==> config.mk <==
export PLATFORM = sky130hd
export DESIGN_NAME = pixel_scanner_flat
export DESIGN_NICKNAME = d
export VERILOG_FILES = /design/src/rtl/pixel_scanner_if.sv /design/src/rtl/pixel_scanner.sv /design/src/flat_wrapper.sv
export SDC_FILE = /design/constraint.sdc
export NUM_CORES = 1
export LEC_CHECK = 0
export BUFFER_PORTS_ARGS = -buffer_cell sky130_fd_sc_hd__clkbuf_2
export CORE_ASPECT_RATIO = 0.5
export CORE_MARGIN = 2
export CORE_UTILIZATION = 45
export CTS_BUF_LIST = sky130_fd_sc_hd__clkbuf_2 sky130_fd_sc_hd__clkbuf_4 sky130_fd_sc_hd__clkbuf_8
export CTS_CLUSTER_SIZE = 40
export DETAILED_ROUTE_END_ITERATION = 8
export GPL_TIMING_DRIVEN = 0
export PLACE_DENSITY = 0.64
export SLEW_MARGIN = 0
export SYNTH_ARGS = -nofsm -noshare
export SYNTH_HDL_FRONTEND = slang
export SYNTH_SLANG_ARGS = --single-unit
export TNS_END_PERCENT = 10
==> constraint.sdc <==
create_clock -name clk -period 6.3 [get_ports clk]
set_clock_uncertainty 0.2 [all_clocks]
set_input_delay 0.63 -clock clk [delete_from_list [all_inputs] [get_ports clk]]
set_output_delay 0.63 -clock clk [all_outputs]
set_load 0.01 [all_outputs]
==> src/rtl/pixel_scanner_if.sv <==
// Bus between the raster scanner, the per-pixel color sources and the palette/DAC stage.
// The master is the scanner; the slave side drives the strobe and source colors.
interface pixel_scanner_if #(
  parameter int WIDTH       = 640,
  parameter int HEIGHT      = 480,
  parameter int COLOR_WIDTH = 4
);
  localparam int XW = $clog2(WIDTH);
  localparam int YW = $clog2(HEIGHT);

  // Strobe semantics: every clock with pixel_en high is exactly one pixel
  // transfer; there is no backpressure, and sources must return the color for
  // request_x/request_y one clock after the request registers change.
  logic                   pixel_en;
  logic [XW-1:0]          request_x;
  logic [YW-1:0]          request_y;
  logic [COLOR_WIDTH-1:0] cursor_color;
  logic [COLOR_WIDTH-1:0] canvas_color;
  logic [COLOR_WIDTH-1:0] vga_color;
  logic                   hsync_n;
  logic                   vsync_n;
  logic                   blank_n;
  logic                   frame_start;

  modport master (
    input  pixel_en, cursor_color, canvas_color,
    output request_x, request_y, vga_color, hsync_n, vsync_n, blank_n, frame_start
  );

  modport slave (
    output pixel_en, cursor_color, canvas_color,
    input  request_x, request_y, vga_color, hsync_n, vsync_n, blank_n, frame_start
  );
endinterface

==> src/rtl/pixel_scanner.sv <==
// Walks the VGA raster, requests per-pixel colors from the layer sources and
// composites cursor over canvas with sync/blank aligned to the returned color.
module pixel_scanner #(
  parameter int WIDTH    = 640,
  parameter int HEIGHT   = 480,
  parameter int H_FRONT  = 16,
  parameter int H_SYNC   = 96,
  parameter int H_BACK   = 48,
  parameter int V_FRONT  = 10,
  parameter int V_SYNC   = 2,
  parameter int V_BACK   = 33,
  parameter int COLOR_WIDTH = 4,
  parameter logic [COLOR_WIDTH-1:0] COLOR_NONE = '0
) (
  input  logic              clk,
  input  logic              reset_n,
  pixel_scanner_if.master   bus
);
  localparam int H_TOTAL = WIDTH + H_FRONT + H_SYNC + H_BACK;
  localparam int V_TOTAL = HEIGHT + V_FRONT + V_SYNC + V_BACK;
  localparam int HW = $clog2(H_TOTAL);
  localparam int VW = $clog2(V_TOTAL);
  localparam int XW = $clog2(WIDTH);
  localparam int YW = $clog2(HEIGHT);

  typedef struct packed {
    logic valid;
    logic active;
    logic hs;
    logic vs;
    logic fs;
  } pipe_t;

  logic [HW-1:0]          h_cnt_q, h_cnt_d;
  logic [VW-1:0]          v_cnt_q, v_cnt_d;
  logic [XW-1:0]          req_x_q, req_x_d;
  logic [YW-1:0]          req_y_q, req_y_d;
  pipe_t                  s0_q, s0_d;
  pipe_t                  s1_q;
  logic [COLOR_WIDTH-1:0] color_q, color_d;
  logic                   hsync_n_q, hsync_n_d;
  logic                   vsync_n_q, vsync_n_d;
  logic                   blank_n_q, blank_n_d;
  logic                   fs_q, fs_d;

  logic active, hs, vs, fs, h_last, v_last;

  // Comparisons are done at 32 bits so sync windows touching H_TOTAL/V_TOTAL cannot wrap.
  always_comb begin
    active = (32'(h_cnt_q) < WIDTH) && (32'(v_cnt_q) < HEIGHT);
    hs     = (32'(h_cnt_q) >= WIDTH + H_FRONT) && (32'(h_cnt_q) < WIDTH + H_FRONT + H_SYNC);
    vs     = (32'(v_cnt_q) >= HEIGHT + V_FRONT) && (32'(v_cnt_q) < HEIGHT + V_FRONT + V_SYNC);
    fs     = (h_cnt_q == '0) && (v_cnt_q == '0);
    h_last = (32'(h_cnt_q) == H_TOTAL - 1);
    v_last = (32'(v_cnt_q) == V_TOTAL - 1);
  end

  always_comb begin
    h_cnt_d    = h_cnt_q;
    v_cnt_d    = v_cnt_q;
    req_x_d    = req_x_q;
    req_y_d    = req_y_q;
    s0_d       = s0_q;
    s0_d.valid = bus.pixel_en;
    if (bus.pixel_en) begin
      s0_d    = '{valid: 1'b1, active: active, hs: hs, vs: vs, fs: fs};
      req_x_d = active ? h_cnt_q[XW-1:0] : '0;
      req_y_d = active ? v_cnt_q[YW-1:0] : '0;
      if (h_last) begin
        h_cnt_d = '0;
        v_cnt_d = v_last ? '0 : v_cnt_q + VW'(1);
      end else begin
        h_cnt_d = h_cnt_q + HW'(1);
      end
    end
  end

  // Output stage loads only when a strobed pixel reaches it; everything but frame_start holds otherwise.
  always_comb begin
    color_d   = color_q;
    hsync_n_d = hsync_n_q;
    vsync_n_d = vsync_n_q;
    blank_n_d = blank_n_q;
    fs_d      = 1'b0;
    if (s1_q.valid) begin
      if (!s1_q.active)                     color_d = COLOR_NONE;
      else if (bus.cursor_color != COLOR_NONE) color_d = bus.cursor_color;
      else                                  color_d = bus.canvas_color;
      hsync_n_d = ~s1_q.hs;
      vsync_n_d = ~s1_q.vs;
      blank_n_d = s1_q.active;
      fs_d      = s1_q.fs;
    end
  end

  always_ff @(posedge clk or negedge reset_n) begin
    if (!reset_n) begin
      h_cnt_q   <= '0;
      v_cnt_q   <= '0;
      req_x_q   <= '0;
      req_y_q   <= '0;
      s0_q      <= '0;
      s1_q      <= '0;
      color_q   <= COLOR_NONE;
      hsync_n_q <= 1'b1;
      vsync_n_q <= 1'b1;
      blank_n_q <= 1'b0;
      fs_q      <= 1'b0;
    end else begin
      h_cnt_q   <= h_cnt_d;
      v_cnt_q   <= v_cnt_d;
      req_x_q   <= req_x_d;
      req_y_q   <= req_y_d;
      s0_q      <= s0_d;
      s1_q      <= s0_q;
      color_q   <= color_d;
      hsync_n_q <= hsync_n_d;
      vsync_n_q <= vsync_n_d;
      blank_n_q <= blank_n_d;
      fs_q      <= fs_d;
    end
  end

  assign bus.request_x   = req_x_q;
  assign bus.request_y   = req_y_q;
  assign bus.vga_color   = color_q;
  assign bus.hsync_n     = hsync_n_q;
  assign bus.vsync_n     = vsync_n_q;
  assign bus.blank_n     = blank_n_q;
  assign bus.frame_start = fs_q;
endmodule

==> src/flat_wrapper.sv <==
// flat-port wrapper written by rule: the top's interface ports become plain ports
module pixel_scanner_flat 
#(
  parameter int WIDTH    = 640,
  parameter int HEIGHT   = 480,
  parameter int H_FRONT  = 16,
  parameter int H_SYNC   = 96,
  parameter int H_BACK   = 48,
  parameter int V_FRONT  = 10,
  parameter int V_SYNC   = 2,
  parameter int V_BACK   = 33,
  parameter int COLOR_WIDTH = 4,
  parameter logic [COLOR_WIDTH-1:0] COLOR_NONE = '0
)
  (clk, reset_n, bus_pixel_en, bus_cursor_color, bus_canvas_color, bus_request_x, bus_request_y, bus_vga_color, bus_hsync_n, bus_vsync_n, bus_blank_n, bus_frame_start);
  pixel_scanner_if #(.WIDTH(WIDTH), .HEIGHT(HEIGHT), .COLOR_WIDTH(COLOR_WIDTH)) bus_i ();
  input  logic clk;
  input  logic reset_n;
  input wire logic [$bits(bus_i.pixel_en)-1:0] bus_pixel_en;
  input wire logic [$bits(bus_i.cursor_color)-1:0] bus_cursor_color;
  input wire logic [$bits(bus_i.canvas_color)-1:0] bus_canvas_color;
  output wire logic [$bits(bus_i.request_x)-1:0] bus_request_x;
  output wire logic [$bits(bus_i.request_y)-1:0] bus_request_y;
  output wire logic [$bits(bus_i.vga_color)-1:0] bus_vga_color;
  output wire logic [$bits(bus_i.hsync_n)-1:0] bus_hsync_n;
  output wire logic [$bits(bus_i.vsync_n)-1:0] bus_vsync_n;
  output wire logic [$bits(bus_i.blank_n)-1:0] bus_blank_n;
  output wire logic [$bits(bus_i.frame_start)-1:0] bus_frame_start;
  assign bus_i.pixel_en = bus_pixel_en;
  assign bus_i.cursor_color = bus_cursor_color;
  assign bus_i.canvas_color = bus_canvas_color;
  assign bus_request_x = bus_i.request_x;
  assign bus_request_y = bus_i.request_y;
  assign bus_vga_color = bus_i.vga_color;
  assign bus_hsync_n = bus_i.hsync_n;
  assign bus_vsync_n = bus_i.vsync_n;
  assign bus_blank_n = bus_i.blank_n;
  assign bus_frame_start = bus_i.frame_start;
  pixel_scanner #(.WIDTH(WIDTH), .HEIGHT(HEIGHT), .H_FRONT(H_FRONT), .H_SYNC(H_SYNC), .H_BACK(H_BACK), .V_FRONT(V_FRONT), .V_SYNC(V_SYNC), .V_BACK(V_BACK), .COLOR_WIDTH(COLOR_WIDTH), .COLOR_NONE(COLOR_NONE)) u_core (.clk(clk), .reset_n(reset_n), .bus(bus_i));
endmodule
==> impl_metrics.prom <==
# TYPE chip_impl_metric gauge
chip_impl_metric{name="timing.critical_path.arrival",unit="ns"} 2.38
chip_impl_metric{name="cts_post_setup_buffers_inserted",unit=""} 0
chip_impl_metric{name="vdd_drop_max",unit="mV"} 0.161
chip_impl_info{name="worst_hold_path_type",value="in2async"} 1
chip_impl_metric{name="layout.nets",unit=""} 278
chip_impl_metric{name="grt_pass1_wl",unit="µm"} 8560
chip_impl_metric{name="floorplan.initialDensity",unit=""} 0.482
chip_impl_metric{name="syn-cell-area",unit="µm²"} 2450
chip_impl_metric{name="mappedNetlistNets",unit=""} 230
chip_impl_metric{name="core_area",unit="µm²"} 5090
chip_impl_metric{name="worst_pin_slew",unit="ns"} 0.705
chip_impl_metric{name="worst_endpoint_required_time",unit="ns"} 6.33
chip_impl_metric{name="synthArstFlopShare",unit=""} 1.00
chip_impl_info{name="status",value="finished, final reports clean"} 1
chip_impl_metric{name="cts_resized",unit=""} 0
chip_impl_metric{name="ys.warnings.count",unit=""} 0
chip_impl_metric{name="grt_antenna_before_repair",unit=""} 0
chip_impl_metric{name="first_global_vias",unit=""} 1736
chip_impl_metric{name="pwr_density_cell",unit="nW/µm²"} 317
chip_impl_metric{name="htree_levels",unit=""} 3
chip_impl_metric{name="post_synth.cell_area_avg",unit="µm²"} 11.5
chip_impl_metric{name="synth-seq-cells",unit=""} 57
chip_impl_metric{name="cts.clk_slew.worst_paths",unit="ns"} 0.07
chip_impl_metric{name="post_drt_via_cell_ratio",unit=""} 5.49
chip_impl_info{name="top_cell_type_by_total_area_after_synthesis",value="dfrtp_1"} 1
chip_impl_info{name="rsz0062_at_grt",value="no"} 1
chip_impl_metric{name="worst_hold_slack",unit="ns"} 0.137
chip_impl_metric{name="syn-instance-count",unit=""} 214
chip_impl_metric{name="drt-initial-drc-count",unit=""} 127
chip_impl_metric{name="fin_tns_setup",unit="ns"} 0
chip_impl_info{name="worstSetupEndpointType",value="flop"} 1
chip_impl_metric{name="floorplan.die_area",unit="µm²"} 6100
chip_impl_info{name="synthFlopType",value="dfrtp_1"} 1
chip_impl_metric{name="place_congestion",unit=""} 0.876
chip_impl_info{name="clock_tree_from_tritoncts",value="built"} 1
chip_impl_metric{name="synth_sequential_area_ratio",unit=""} 0.582
chip_impl_metric{name="post-route-period-util",unit=""} 0.373
chip_impl_metric{name="synth_enable_flop_cells",unit=""} 0
chip_impl_metric{name="max_freq",unit="GHz"} 0.426
chip_impl_metric{name="drt.antenna.violating_nets",unit=""} 0
chip_impl_metric{name="nFillCells",unit=""} 453
chip_impl_metric{name="synth_cell_type_count",unit=""} 38
chip_impl_metric{name="area_fraction_of_the_dominant_cell_type_after_synthesis",unit=""} 0.561
chip_impl_info{name="critical_path_class",value="reg2reg"} 1
chip_impl_metric{name="worst-path-max-fanout",unit=""} 6
chip_impl_metric{name="routedWlPerCell",unit="µm"} 15.4
chip_impl_metric{name="finalSetupViolations",unit=""} 0
chip_impl_metric{name="final-hold-violation-count",unit=""} 0
chip_impl_metric{name="worst_case_headroom_to_the_max_slew_limit",unit=""} 0.530
chip_impl_metric{name="die-width",unit="µm"} 108
chip_impl_info{name="clockRootBuffer",value="clkbuf_8"} 1
chip_impl_metric{name="floorplan.io_pins",unit=""} 38
chip_impl_metric{name="cts.sinks",unit=""} 57
chip_impl_metric{name="clk_path_buf_depth",unit=""} 2
chip_impl_metric{name="period_minus_ws_final",unit="ns"} 2.35
chip_impl_metric{name="syn2layout_area_growth",unit="%"} 20.3
chip_impl_metric{name="cts-buffers-inserted",unit=""} 9
chip_impl_metric{name="multi_input_comb_area",unit="µm²"} 910
chip_impl_metric{name="grt_start_max_net_pins",unit=""} 58
chip_impl_metric{name="wirelength",unit="µm"} 5190
chip_impl_metric{name="chipHeight",unit="µm"} 56.2
chip_impl_metric{name="drive_gt1_frac",unit=""} 0.232
chip_impl_metric{name="globalRoute.totalOverflow",unit=""} 0
chip_impl_metric{name="dp_hpwl",unit="µm"} 3580
chip_impl_metric{name="diodes",unit=""} 0
chip_impl_metric{name="timing.max_cap.violations",unit=""} 0
chip_impl_metric{name="seqCellArea",unit="µm²"} 1430
chip_impl_metric{name="design_power_total",unit="W"} 0.000935
chip_impl_info{name="startpoint_type",value="flop"} 1
chip_impl_metric{name="place.port_buffers",unit=""} 37
chip_impl_metric{name="cells_after_dpl",unit=""} 321
chip_impl_metric{name="drtPass1Iterations",unit=""} 4
chip_impl_metric{name="ctsHoldBuffers",unit=""} 0
chip_impl_info{name="yosys-top-cells-area",value="dfrtp_1, a22o_1, ha_1"} 1
chip_impl_metric{name="detailroute.via_count",unit=""} 1851
chip_impl_metric{name="post-route-drc-count",unit=""} 0
chip_impl_metric{name="worst_skew_pair.late_latency",unit="ns"} 0.34
chip_impl_metric{name="floorplan.rows",unit=""} 18
chip_impl_metric{name="global_route.usage.total",unit=""} 0.186
chip_impl_metric{name="leakage",unit="nW"} 1.47
chip_impl_metric{name="finish.cell_count_without_fillers",unit=""} 337
chip_impl_metric{name="drv_slew",unit=""} 0
==> worst paths after layout <==
kind                       depth (start not counted)  slack [ns]               from                  to
max                                                6        3.95  u_core.v_cnt_q[0]   u_core.v_cnt_q[3]
min                                                1        0.14            reset_n  u_core.bus.blank_n
max reg2reg                                        6        3.95  u_core.v_cnt_q[0]   u_core.v_cnt_q[3]
min reg2reg                                        0        0.15     u_core.s0_q[4]      u_core.s1_q[4]
max in group asynchronous                          1        5.28            reset_n   u_core.v_cnt_q[6]
min in group clk                                   0        0.15     u_core.s0_q[4]      u_core.s1_q[4]
==> power breakdown <==
part / internal [W] / total (W) / switching (W)
logic: 0.0000552 / 0.000128 / 0.0000725
clock network: 0.000237 / 0.000380 / 0.000143
registers: 0.000401 / 0.000428 / 0.0000267
total: 0.000693 / 0.000935 / 0.000242
==> worst max-delay path: stages (launching register included) <==
cell     delay, ns
dfrtp_1       0.46
inv_1         0.11
ha_1          0.15
nor4b_1       0.52
nand3_1       0.29
a211o_1       0.35
a21o_1        0.17
==> placed cells by master, fill, tap and decap left out, types with 2 or more instances in the layout <==
cell       Yosys  routed
dfstp_2        2       2
or3_1          2       2
nand3_1        9       9
a22o_1        19      19
xor2_1         6       6
nand4_1        6       6
ha_1           5       5
o21ai_0       11      11
nor4b_1        2       2
clkbuf_8       0      10
xnor2_1        4       4
buf_2          3       3
o22ai_1        4       4
clkinv_2       0       2
dfrtp_1       55      55
nor3_1         2       2
a21o_1         3       3
clkbuf_1       7       7
nand2_1       12      12
and4_1         4       4
nor2_1         7       7
nor4_1         5       5
and3_1         3       3
bufinv_16      0       2
clkbuf_2       0      36
inv_1         16      16
o31ai_1        2       2
a21oi_1        6       6
mux2i_1        4       4
and2_1         3       3
==> stage by stage <==
stage          instance area (µm²)  setup slack (ns)   util
2_1_floorplan                 2450              4.33      -
3_3_place_gp                  2730              3.98  0.536
3_5_place_dp                  2730              3.97  0.536
4_1_cts                       2950              4.01  0.580
5_1_grt                       2950              3.84  0.580
6_report                      2950              3.95  0.580
==> state kept, by name (all words and copies together), names as in the netlist <==
register	flops
u_core.bus.vga_color	4
u_core.bus.frame_start	1
u_core.h_cnt_q	10
u_core.bus.blank_n	1
u_core.bus.request_y	9
u_core.v_cnt_q	10
u_core.bus.vsync_n	1
u_core.s1_q	5
u_core.bus.request_x	10
u_core.bus.hsync_n	1
u_core.s0_q	5
==> synth_stat cells (all sizes together) (2+ instances only) <==
cell	number
dfrtp	55
a22o	19
inv	16
nand2	12
o21ai	11
nand3	9
clkbuf	7
nand4	7
nor2	7
a21oi	6
xor2	6
buf	5
ha	5
nor4	5
and4	4
mux2i	4
o22ai	4
xnor2	4
a21o	3
and2	3
and3	3
nor4b	3
dfstp	2
nor3	2
o31ai	2
or3	2
==> cell families after synthesis <==
family,count (synthesis),share of synthesized area
fa+ha+maj,5,0.0255
simple gates,60,0.147
buf+inv,28,0.0474
xor+xnor,10,0.0357
flops,57,0.582
mux,4,0.0163
compound gates,50,0.146
==> final cells by class <==
cell class	instances	share of cell area
repair buffers	37	0.0635
clock buffers	11	0.0491
multi-input cells	129	0.308
clock inverters	5	0.0267
well taps	70	0.0296
plain buffers	12	0.0191
inverters	16	0.0203
flip-flops and latches	57	0.484
==> layer usage <==
metal	wire length (µm)	share of wire	up-vias	global-route usage
met5	0	0	-	0
met4	69	0.013	0	0.0769
met3	337	0.065	9	0.0597
met2	2230	0.43	60	0.256
met1	2540	0.49	904	0.269
li1	-	-	878	-
Power figures use the tool's default switching activity.
